File: config.mk
export PLATFORM = sky130hd
export DESIGN_NAME = ram_divide
export DESIGN_NICKNAME = d
export VERILOG_FILES = /design/src/rtl/ram_divide_pkg.sv /design/src/rtl/seq_div8.sv /design/src/rtl/ram_divide.sv
export SDC_FILE = /design/constraint.sdc
export NUM_CORES = 1
export LEC_CHECK = 0
export ABC_AREA = 1
export CAP_MARGIN = 20
export CORE_UTILIZATION = 52
export CTS_CLUSTER_DIAMETER = 120
export DETAILED_ROUTE_END_ITERATION = 10
export PLACE_DENSITY = 0.8
export SYNTH_ARGS = -nofsm -noshare
export SYNTH_HDL_FRONTEND = slang
export SYNTH_SLANG_ARGS = --single-unit
File: constraint.sdc
create_clock -name clk -period 1.6 [get_ports clk]
set_clock_uncertainty 0.1 [all_clocks]
set_input_delay 0.32 -clock clk [delete_from_list [all_inputs] [get_ports clk]]
set_output_delay 0.32 -clock clk [all_outputs]
set_load 0.01 [all_outputs]
File: src/rtl/ram_divide_pkg.sv
// ram_divide_pkg: shared constants for the RAM-backed sequential divider.
//   DataWidth / AddrWidth : datapath and RAM/ROM address widths
//   state_e               : FSM state encoding, visible on st_out
//   div_rom()             : 8-entry divisor lookup table
package ram_divide_pkg;

    localparam int unsigned DataWidth = 8;
    localparam int unsigned AddrWidth = 3;
    localparam int unsigned Depth     = 8;

    typedef enum logic [3:0] {
        StIdle = 4'd0,
        StRead = 4'd1,
        StLoad = 4'd2,
        StDiv  = 4'd3,
        StDone = 4'd4
    } state_e;

    // Entry n lives at bits [8n+7:8n]; address 0 holds the zero divisor.
    localparam logic [Depth*DataWidth-1:0] DivRomTable = {
        8'd15, 8'd10, 8'd7, 8'd5, 8'd3, 8'd2, 8'd1, 8'd0
    };

    function automatic logic [DataWidth-1:0] div_rom(input logic [AddrWidth-1:0] adr);
        return DivRomTable[{adr, 3'b000} +: DataWidth];
    endfunction

endpackage

File: src/rtl/seq_div8.sv
// seq_div8: 8-bit unsigned restoring divider, one quotient bit per step, MSB first.
//   clk, rst         : clock, synchronous active-high reset
//   load             : capture dividend/divisor, clear partial remainder
//   step             : resolve the next quotient bit
//   dividend/divisor : operands sampled on load (divisor must be nonzero)
//   quotient         : valid after 8 steps
//   remainder        : valid after 8 steps
module seq_div8
    import ram_divide_pkg::*;
(
    input  logic                 clk,
    input  logic                 rst,
    input  logic                 load,
    input  logic                 step,
    input  logic [DataWidth-1:0] dividend,
    input  logic [DataWidth-1:0] divisor,
    output logic [DataWidth-1:0] quotient,
    output logic [DataWidth-1:0] remainder
);

    logic [DataWidth-1:0] rem_q;
    logic [DataWidth-1:0] quo_q;  // shifts dividend bits out, quotient bits in
    logic [DataWidth-1:0] dvs_q;

    // Shifted partial remainder needs the extra bit: with dividend 255 and a
    // large divisor it can reach 2*divisor-1 before the trial subtraction.
    logic [DataWidth:0]   partial;
    logic                 fits;
    logic [DataWidth-1:0] diff;
    logic [DataWidth-1:0] rem_d;

    always_comb begin
        partial = {rem_q, quo_q[DataWidth-1]};
        fits    = (partial >= {1'b0, dvs_q});
        // When it fits the true difference is below the divisor, so 8 bits suffice.
        diff    = partial[DataWidth-1:0] - dvs_q;
        rem_d   = fits ? diff : partial[DataWidth-1:0];
    end

    always_ff @(posedge clk) begin
        if (rst) begin
            rem_q <= '0;
            quo_q <= '0;
            dvs_q <= '0;
        end else if (load) begin
            rem_q <= '0;
            quo_q <= dividend;
            dvs_q <= divisor;
        end else if (step) begin
            rem_q <= rem_d;
            quo_q <= {quo_q[DataWidth-2:0], fits};
        end
    end

    assign quotient  = quo_q;
    assign remainder = rem_q;

endmodule

File: src/rtl/ram_divide.sv
// ram_divide: divides a RAM-resident dividend by a ROM divisor.
//   clk, rst              : clock, synchronous active-high reset (RAM not cleared)
//   start                 : request a divide, sampled in IDLE only
//   adr_ram, adr_div      : dividend RAM address, divisor ROM address
//   wr_en/wr_adr/wr_data  : external RAM write port, accepted in every state
//   quotient, remainder   : registered results, held until the next DONE
//   st_out                : FSM state code
//   busy, done, div_by_zero : status; done pulses one cycle after DONE
// Build option: define RAM_WRITEBACK_EN to write the quotient back into
// RAM[adr_ram] in DONE (an external write in the same cycle takes priority).
module ram_divide
    import ram_divide_pkg::*;
(
    input  logic                 clk,
    input  logic                 rst,
    input  logic                 start,
    input  logic [AddrWidth-1:0] adr_ram,
    input  logic [AddrWidth-1:0] adr_div,
    input  logic                 wr_en,
    input  logic [AddrWidth-1:0] wr_adr,
    input  logic [DataWidth-1:0] wr_data,
    output logic [DataWidth-1:0] quotient,
    output logic [DataWidth-1:0] remainder,
    output logic [3:0]           st_out,
    output logic                 busy,
    output logic                 done,
    output logic                 div_by_zero
);

    logic [DataWidth-1:0] ram [Depth];

    state_e               state_q;
    logic [AddrWidth-1:0] adr_ram_q;
    logic [AddrWidth-1:0] adr_div_q;
    logic [DataWidth-1:0] dividend_q;
    logic [DataWidth-1:0] divisor_q;
    logic [2:0]           step_cnt_q;
    logic [DataWidth-1:0] quotient_q;
    logic [DataWidth-1:0] remainder_q;
    logic                 dz_q;
    logic                 done_q;

    logic                 div_load;
    logic                 div_step;
    logic [DataWidth-1:0] div_quotient;
    logic [DataWidth-1:0] div_remainder;
    logic                 dz_now;
    logic [DataWidth-1:0] res_quotient;
    logic [DataWidth-1:0] res_remainder;

    always_comb begin
        div_load      = (state_q == StLoad);
        div_step      = (state_q == StDiv);
        dz_now        = (divisor_q == '0);
        res_quotient  = dz_now ? {DataWidth{1'b1}} : div_quotient;
        res_remainder = dz_now ? dividend_q : div_remainder;
    end

    seq_div8 u_seq_div8 (
        .clk       (clk),
        .rst       (rst),
        .load      (div_load),
        .step      (div_step),
        .dividend  (dividend_q),
        .divisor   (divisor_q),
        .quotient  (div_quotient),
        .remainder (div_remainder)
    );

    always_ff @(posedge clk) begin
        if (rst) begin
            state_q     <= StIdle;
            adr_ram_q   <= '0;
            adr_div_q   <= '0;
            dividend_q  <= '0;
            divisor_q   <= '0;
            step_cnt_q  <= '0;
            quotient_q  <= '0;
            remainder_q <= '0;
            dz_q        <= 1'b0;
            done_q      <= 1'b0;
        end else begin
            done_q <= 1'b0;
            unique case (state_q)
                StIdle: begin
                    if (start) begin
                        adr_ram_q <= adr_ram;
                        adr_div_q <= adr_div;
                        state_q   <= StRead;
                    end
                end
                StRead: begin
                    // Nonblocking read sees the RAM before any same-edge write.
                    dividend_q <= ram[adr_ram_q];
                    divisor_q  <= div_rom(adr_div_q);
                    state_q    <= StLoad;
                end
                StLoad: begin
                    step_cnt_q <= '0;
                    state_q    <= dz_now ? StDone : StDiv;
                end
                StDiv: begin
                    step_cnt_q <= step_cnt_q + 3'd1;
                    if (step_cnt_q == 3'd7) begin
                        state_q <= StDone;
                    end
                end
                StDone: begin
                    quotient_q  <= res_quotient;
                    remainder_q <= res_remainder;
                    dz_q        <= dz_now;
                    done_q      <= 1'b1;
                    state_q     <= StIdle;
                end
                default: state_q <= StIdle;
            endcase
        end
    end

    // RAM is deliberately outside the reset domain so contents survive rst.
    always_ff @(posedge clk) begin
        if (wr_en) begin
            ram[wr_adr] <= wr_data;
        end
`ifdef RAM_WRITEBACK_EN
        else if (!rst && state_q == StDone) begin
            ram[adr_ram_q] <= res_quotient;
        end
`endif
    end

    assign quotient    = quotient_q;
    assign remainder   = remainder_q;
    assign st_out      = state_q;
    assign busy        = (state_q != StIdle);
    assign done        = done_q;
    assign div_by_zero = dz_q;

endmodule

Word level (Yosys, flattened, before mapping)
Memories as Yosys holds them, arrays and structs flattened. A register that Yosys moved wholly into a read port is not among the register bits. Index checks and enable logic that the tools add are counted.

Flip-flop bits (word level): 63. RAM bits: 64. Input port bits: 21. Output and inout bits: 23. Word-level logic and storage cells: 44. Memories: 1.

Add/subtract/negate cells: 2. Magnitude comparators: 1. Equality and inequality tests: 7. Shifts and indexed selects: 1. Multiplexer cells: 13. Reductions and logical operators: 7.

Memory list: ram (depth 8, width 8, rd ports 1, clocked after memory_dff 1, wr ports 1, line ram_divide.sv:30) `logic [DataWidth-1:0] ram [Depth];`.

Operator list (number): 64-bit by 7-bit indexed part select with 8-bit output (first input constant) (1); 8-bit two-way mux (5); 4-bit case mux with 4 select lines (1); 9-bit by 8-bit greater-or-equal comparator with 1-bit output (1); 4-bit by 2-bit == test with 1-bit output (second input constant) (2); 8-bit zero test (1); 4-bit two-way mux (2); 8-bit subtractor (1); 3-bit case mux with 2 select lines (1); 4-bit by 1-bit == test with 1-bit output (second input constant) (1); 4-bit by 3-bit == test with 1-bit output (second input constant) (1); 4-bit zero test (1); 2-bit AND reduction (2); 4-bit nonzero test (1); 3-bit by 1-bit adder with 3-bit output (second input constant) (1); 3-bit == test (second input constant) (1); 1-bit two-way mux (3); 3-bit two-way mux (1); 2-bit by 1-bit inequality test with 1-bit output (second input constant) (1); 2-bit inequality test (second input constant) (1); 2-bit nonzero test (1); 2-bit OR reduction (1).

Longest topological paths before layout
Word-level depth: 3. Mapped depth: 12. Gate-level depth less buffers: 12.

By module
Synthesis repeated with hierarchy kept, for this count alone.

Cell total of the unflattened synthesis: 678. Area, all modules: 5939.4 µm².

Modules (own cells, without submodules): ram_divide (times used 1, cells an instance 473, area an instance 4499.3 µm², sequential area each 2762.6 µm²); seq_div8 (times used 1, cells an instance 205, area an instance 1440.1 µm², sequential area each 480.5 µm²).

Least setup slack after synthesis
No wires, ideal clock.

Kind: register to register. Start point: reg u_seq_div8.quo_q[7], in the netlist u_seq_div8.quotient[7]. End point: reg u_seq_div8.rem_q[4], in the netlist u_seq_div8.remainder[4]. Setup time: 0.070 ns. Arrival: 1.607 ns. Required time: 1.430 ns. Path slack: -0.177 ns. Cell stages (with the launch flop): 9. Buffers on the path: 0. Clock period less this slack: 1.777 ns. Cell sequence: dfxtp_1 inv_1 ha_1 fa_1 or2_1 nand2_1 xor2_1 nand2_1 a21oi_1.

Longest elaborated chain between the ends: 2. Elaborated cells between the ends (all ways): 3. Classes of those cells: add/sub: 1; order compare: 1; mux: 1.

RTL lines: start: declaration (line seq_div8.sv:22) `logic [DataWidth-1:0] quo_q;`; start signal: assignment (line seq_div8.sv:47) `quo_q <= dividend;`; start signal: assignment (line seq_div8.sv:51) `quo_q <= {quo_q[DataWidth-2:0], fits};`; 8-bit subtractor / 9-bit by 8-bit greater-or-equal comparator with 1-bit output (equally long branches) (line seq_div8.sv:36, seq_div8.sv:34); 8-bit two-way mux * (line seq_div8.sv:37) `rem_d = fits ? diff : partial[DataWidth-1:0];`; end signal: assignment (line seq_div8.sv:50) `rem_q <= rem_d;`; end: declaration (line seq_div8.sv:21) `logic [DataWidth-1:0] rem_q;`.

Every way passes the cells marked *; elsewhere a longest branch is shown, timed or not. A chain may end at the register's enable or synchronous reset.

Worst setup path after layout
Ends and elaborated chain as after synthesis.

==> flow_metrics.tcl <==
set metrics [dict create \
    status "complete, but fails checks" \
    failed_checks "setup timing" \
    wl_um 13300 \
    track_usage 0.265 \
    worst-path-buf-inv 1 \
    root_buffer "clkbuf_8" \
    grt_max_degree 39 \
    cp-startpoint "u_seq_div8.quotient[7]" \
    die_w_um 103 \
    fin_crit_sh 1.09 \
    power_density_nw_per_um2 1880 \
    top_layer_used "met4" \
    max_freq_ghz 0.574 \
    place_hpwl_um 8370 \
    min_period_ns 1.74 \
    hold_class "in2reg" \
    syn_inst 574 \
    clockBufferDepth 2 \
    wl_per_cell_um 16.4 \
    numPortBuffers 42 \
    cpPeakStageDelay_ns 0.37 \
    final_area_um2 6930 \
    insertedDiodeCount 0 \
    grt_overflow 0 \
    vdd_drop_max_v 0.000978 \
    drtIter0Drc 320 \
    crit_type "reg2reg" \
    p_leak_uw 0.00279 \
    clock_sinks 126 \
    clk_pin_slew_worst_paths_ns 0.06 \
    required_ns 1.95 \
    wl_met1_um 5310 \
    r2r_end "u_seq_div8.remainder[4]" \
    r2r_cells 8 \
    hold_viol_final 0 \
    cts_buffers 17 \
    total_power_uw 13000 \
    num-nets-final 693 \
    netlist_area_um2 5320 \
    path_cells "inv_2 -> ha_4 -> fa_2 -> or2_4 -> nand2_4 -> xor2_2 -> nand2_1 -> a21oi_1" \
    ys_types 35 \
    dpl-instance-area_um2 6160 \
    synth_warnings 0 \
    die_h_um 103 \
    rsz0062_at_grt "yes" \
    wl_met2_um 6900 \
    slew_viol_final 0 \
    gp_congestion 0.892 \
    syn_nets 602 \
    pin_count 44 \
    dieArea_um2 10600 \
    vias 4524 \
    slowest_stage "fa_2" \
    firstDrtPassIters 5 \
    viasPerCell 5.58 \
    ys_ff_latch 126 \
    drive_above_1_share 0.206 \
    ant_nets 0 \
    finalSetupViolations 6 \
    postCtsHoldBufs 0 \
    grt_pass1_wl_um 21000 \
    path_delay_family "adder cells" \
    drc_errors 0 \
    grt_pass1_vias 4465 \
    r2r-start "u_seq_div8.quotient[7]" \
    num_rows 36 \
    drv_cap 0 \
    antenna_found_initial 0 \
    finish.utilization 0.703 \
    worstHoldStart "adr_div[1]" \
    core_um2 9860 \
    ys_seq_area_frac 0.595 \
    place_ws_ns -0.137 \
    start_kind "flop" \
    insertion_delay_ns 0.52 \
    cp.depth 8 \
    critPathMaxFanout 3 \
    setup_ws_ns -0.143 \
    cts_tree "done" \
    crit_path_end "u_seq_div8.remainder[4]" \
    htree_levels 4 \
    initial_core_util 0.539 \
    reg2reg_slack_ns -0.14 \
    worst_setup_path_end_kind "flop" \
    met3_length_um 750 \
    crit_arrival_ns 2.10 \
    syn2layout_area_growth_pct 30.3 \
    avgSynthCellArea_um2 9.27 \
]
[registers in the layout (all words and copies together), names as in the netlist]
register,cells
quotient,8
ram,64
adr_div_q,3
dividend_q,8
st_out,3
div_by_zero,1
u_seq_div8.remainder,8
divisor_q,4
remainder,8
u_seq_div8.dvs_q,4
u_seq_div8.quotient,8
step_cnt_q,3
adr_ram_q,3
done,1
[synth_stat cells]
master | instances | area (um^2)
nand2_1 | 80 | 300
buf_6 | 1 | 11.3
xnor2_1 | 1 | 8.76
nor2_4 | 1 | 11.3
nand4_1 | 2 | 12.5
conb_1 | 1 | 3.75
o221ai_1 | 6 | 52.6
nor2_1 | 87 | 327
clkinv_1 | 2 | 7.51
a21oi_1 | 40 | 200
nand3_2 | 1 | 10.0
a31oi_1 | 1 | 6.26
inv_2 | 9 | 33.8
buf_2 | 12 | 60.1
nor3_1 | 3 | 15.0
o21ai_0 | 45 | 225
clkbuf_1 | 10 | 37.5
nor3_2 | 1 | 10.0
a21oi_2 | 1 | 8.76
nor2_2 | 2 | 12.5
ha_1 | 6 | 75.1
xor2_1 | 2 | 17.5
nand3_1 | 44 | 220
buf_4 | 3 | 22.5
or2_1 | 2 | 12.5
o211ai_1 | 18 | 135
inv_1 | 43 | 161
nor3_4 | 1 | 16.3
o21ai_1 | 17 | 85.1
fa_1 | 1 | 20.0
a211oi_2 | 1 | 12.5
nand2_2 | 3 | 18.8
edfxtp_1 | 64 | 1920
o22ai_1 | 1 | 6.26
dfxtp_1 | 62 | 1240
[through the flow]
step / std cells / hold WS, ns / setup TNS (ns)
after floorplan: 574 / 0.319 / -0.0507
after global placement: 770 / 0.348 / -2.47
after detailed placement: 770 / 0.355 / -5.75
after CTS: 805 / 0.348 / -0.302
after global routing: 811 / 0.392 / -1.18
final: 811 / 0.355 / -0.432
[cells in the final DEF (no fill, tap or decap), types with 2 or more instances in the layout]
master and n:
bufinv_16 2, nand2_2 9, dfxtp_2 6, nand3_1 43
clkinv_1 4, o21ai_0 44, nand3_2 2, nand2_4 2
ha_4 4, o21ai_1 18, buf_4 49, inv_6 3
dfxtp_4 3, a21oi_2 3, a21oi_1 38, nand4_1 2
buf_6 5, nor2_1 86, o221ai_1 6, o211ai_1 18
nor3_1 2, dfxtp_1 53, dlygate4sd2_1 12, clkdlybuf4s50_1 20
nand2_1 73, clkdlybuf4s15_1 9, clkinvlp_4 6, clkbuf_16 16
inv_1 37, edfxtp_1 64, inv_2 14, buf_12 2
ha_1 2, nor3_4 2, nor2_4 3
[where the power goes]
group	internal, uW	switching (uW)	leakage (uW)
clock network	2210	1420	0.000261
logic	2150	3010	0.00144
registers	3870	345	0.00109
[worst min path at each step]
stage / slack [ns] / to / depth (start not counted)
floorplan: 0.32 / ram[0][0] / 0
global placement: 0.35 / step_cnt_q[0] / 1
detailed placement: 0.36 / quotient[6] / 2
CTS: 0.35 / adr_div_q[0] / 3
global route: 0.39 / adr_div_q[1] / 3
finish: 0.35 / adr_div_q[1] / 3
[area by class of cell]
type	count	area (um^2)
fillers	693	2930
flip-flops and latches	126	3180
inverters	54	210
multi-input cells	369	1960
well taps	133	166
clock inverters	14	141
repair buffers	97	860
clock buffers	18	418
[per-layer routing]
| layer | global-route usage | up-vias |
|---|---|---|
| met5 | 0 | - |
| li1 | - | 2138 |
| met4 | 0.115 | 0 |
| met3 | 0.0637 | 36 |
| met2 | 0.462 | 199 |
| met1 | 0.312 | 2151 |
[tightest hold or removal path, delay by kind of cell]
family,cells,cell delay (ns)
compound gates,2,0.21
buf+inv,1,0.40
[logic make-up (layout without fill, tap and decap cells)]
| group | count (synthesis) | count (layout) | share of synthesized area |
|---|---|---|---|
| flops | 126 | 126 | 0.595 |
| buf+inv | 80 | 183 | 0.0628 |
| compound gates | 130 | 130 | 0.138 |
| simple gates | 227 | 228 | 0.182 |
| fa+ha+maj | 7 | 7 | 0.0179 |
| xor+xnor | 3 | 3 | 0.00494 |
| other cells | 1 | 1 | 0.000705 |
[repair_timing]
action,in CTS,in global routing
setup buffers,3,6
setup endpoints to repair,31,21
gates resized for setup,42,38
pin swaps,6,17
gates cloned,1,0
Note: power is estimated with default switching activity, not from simulation.
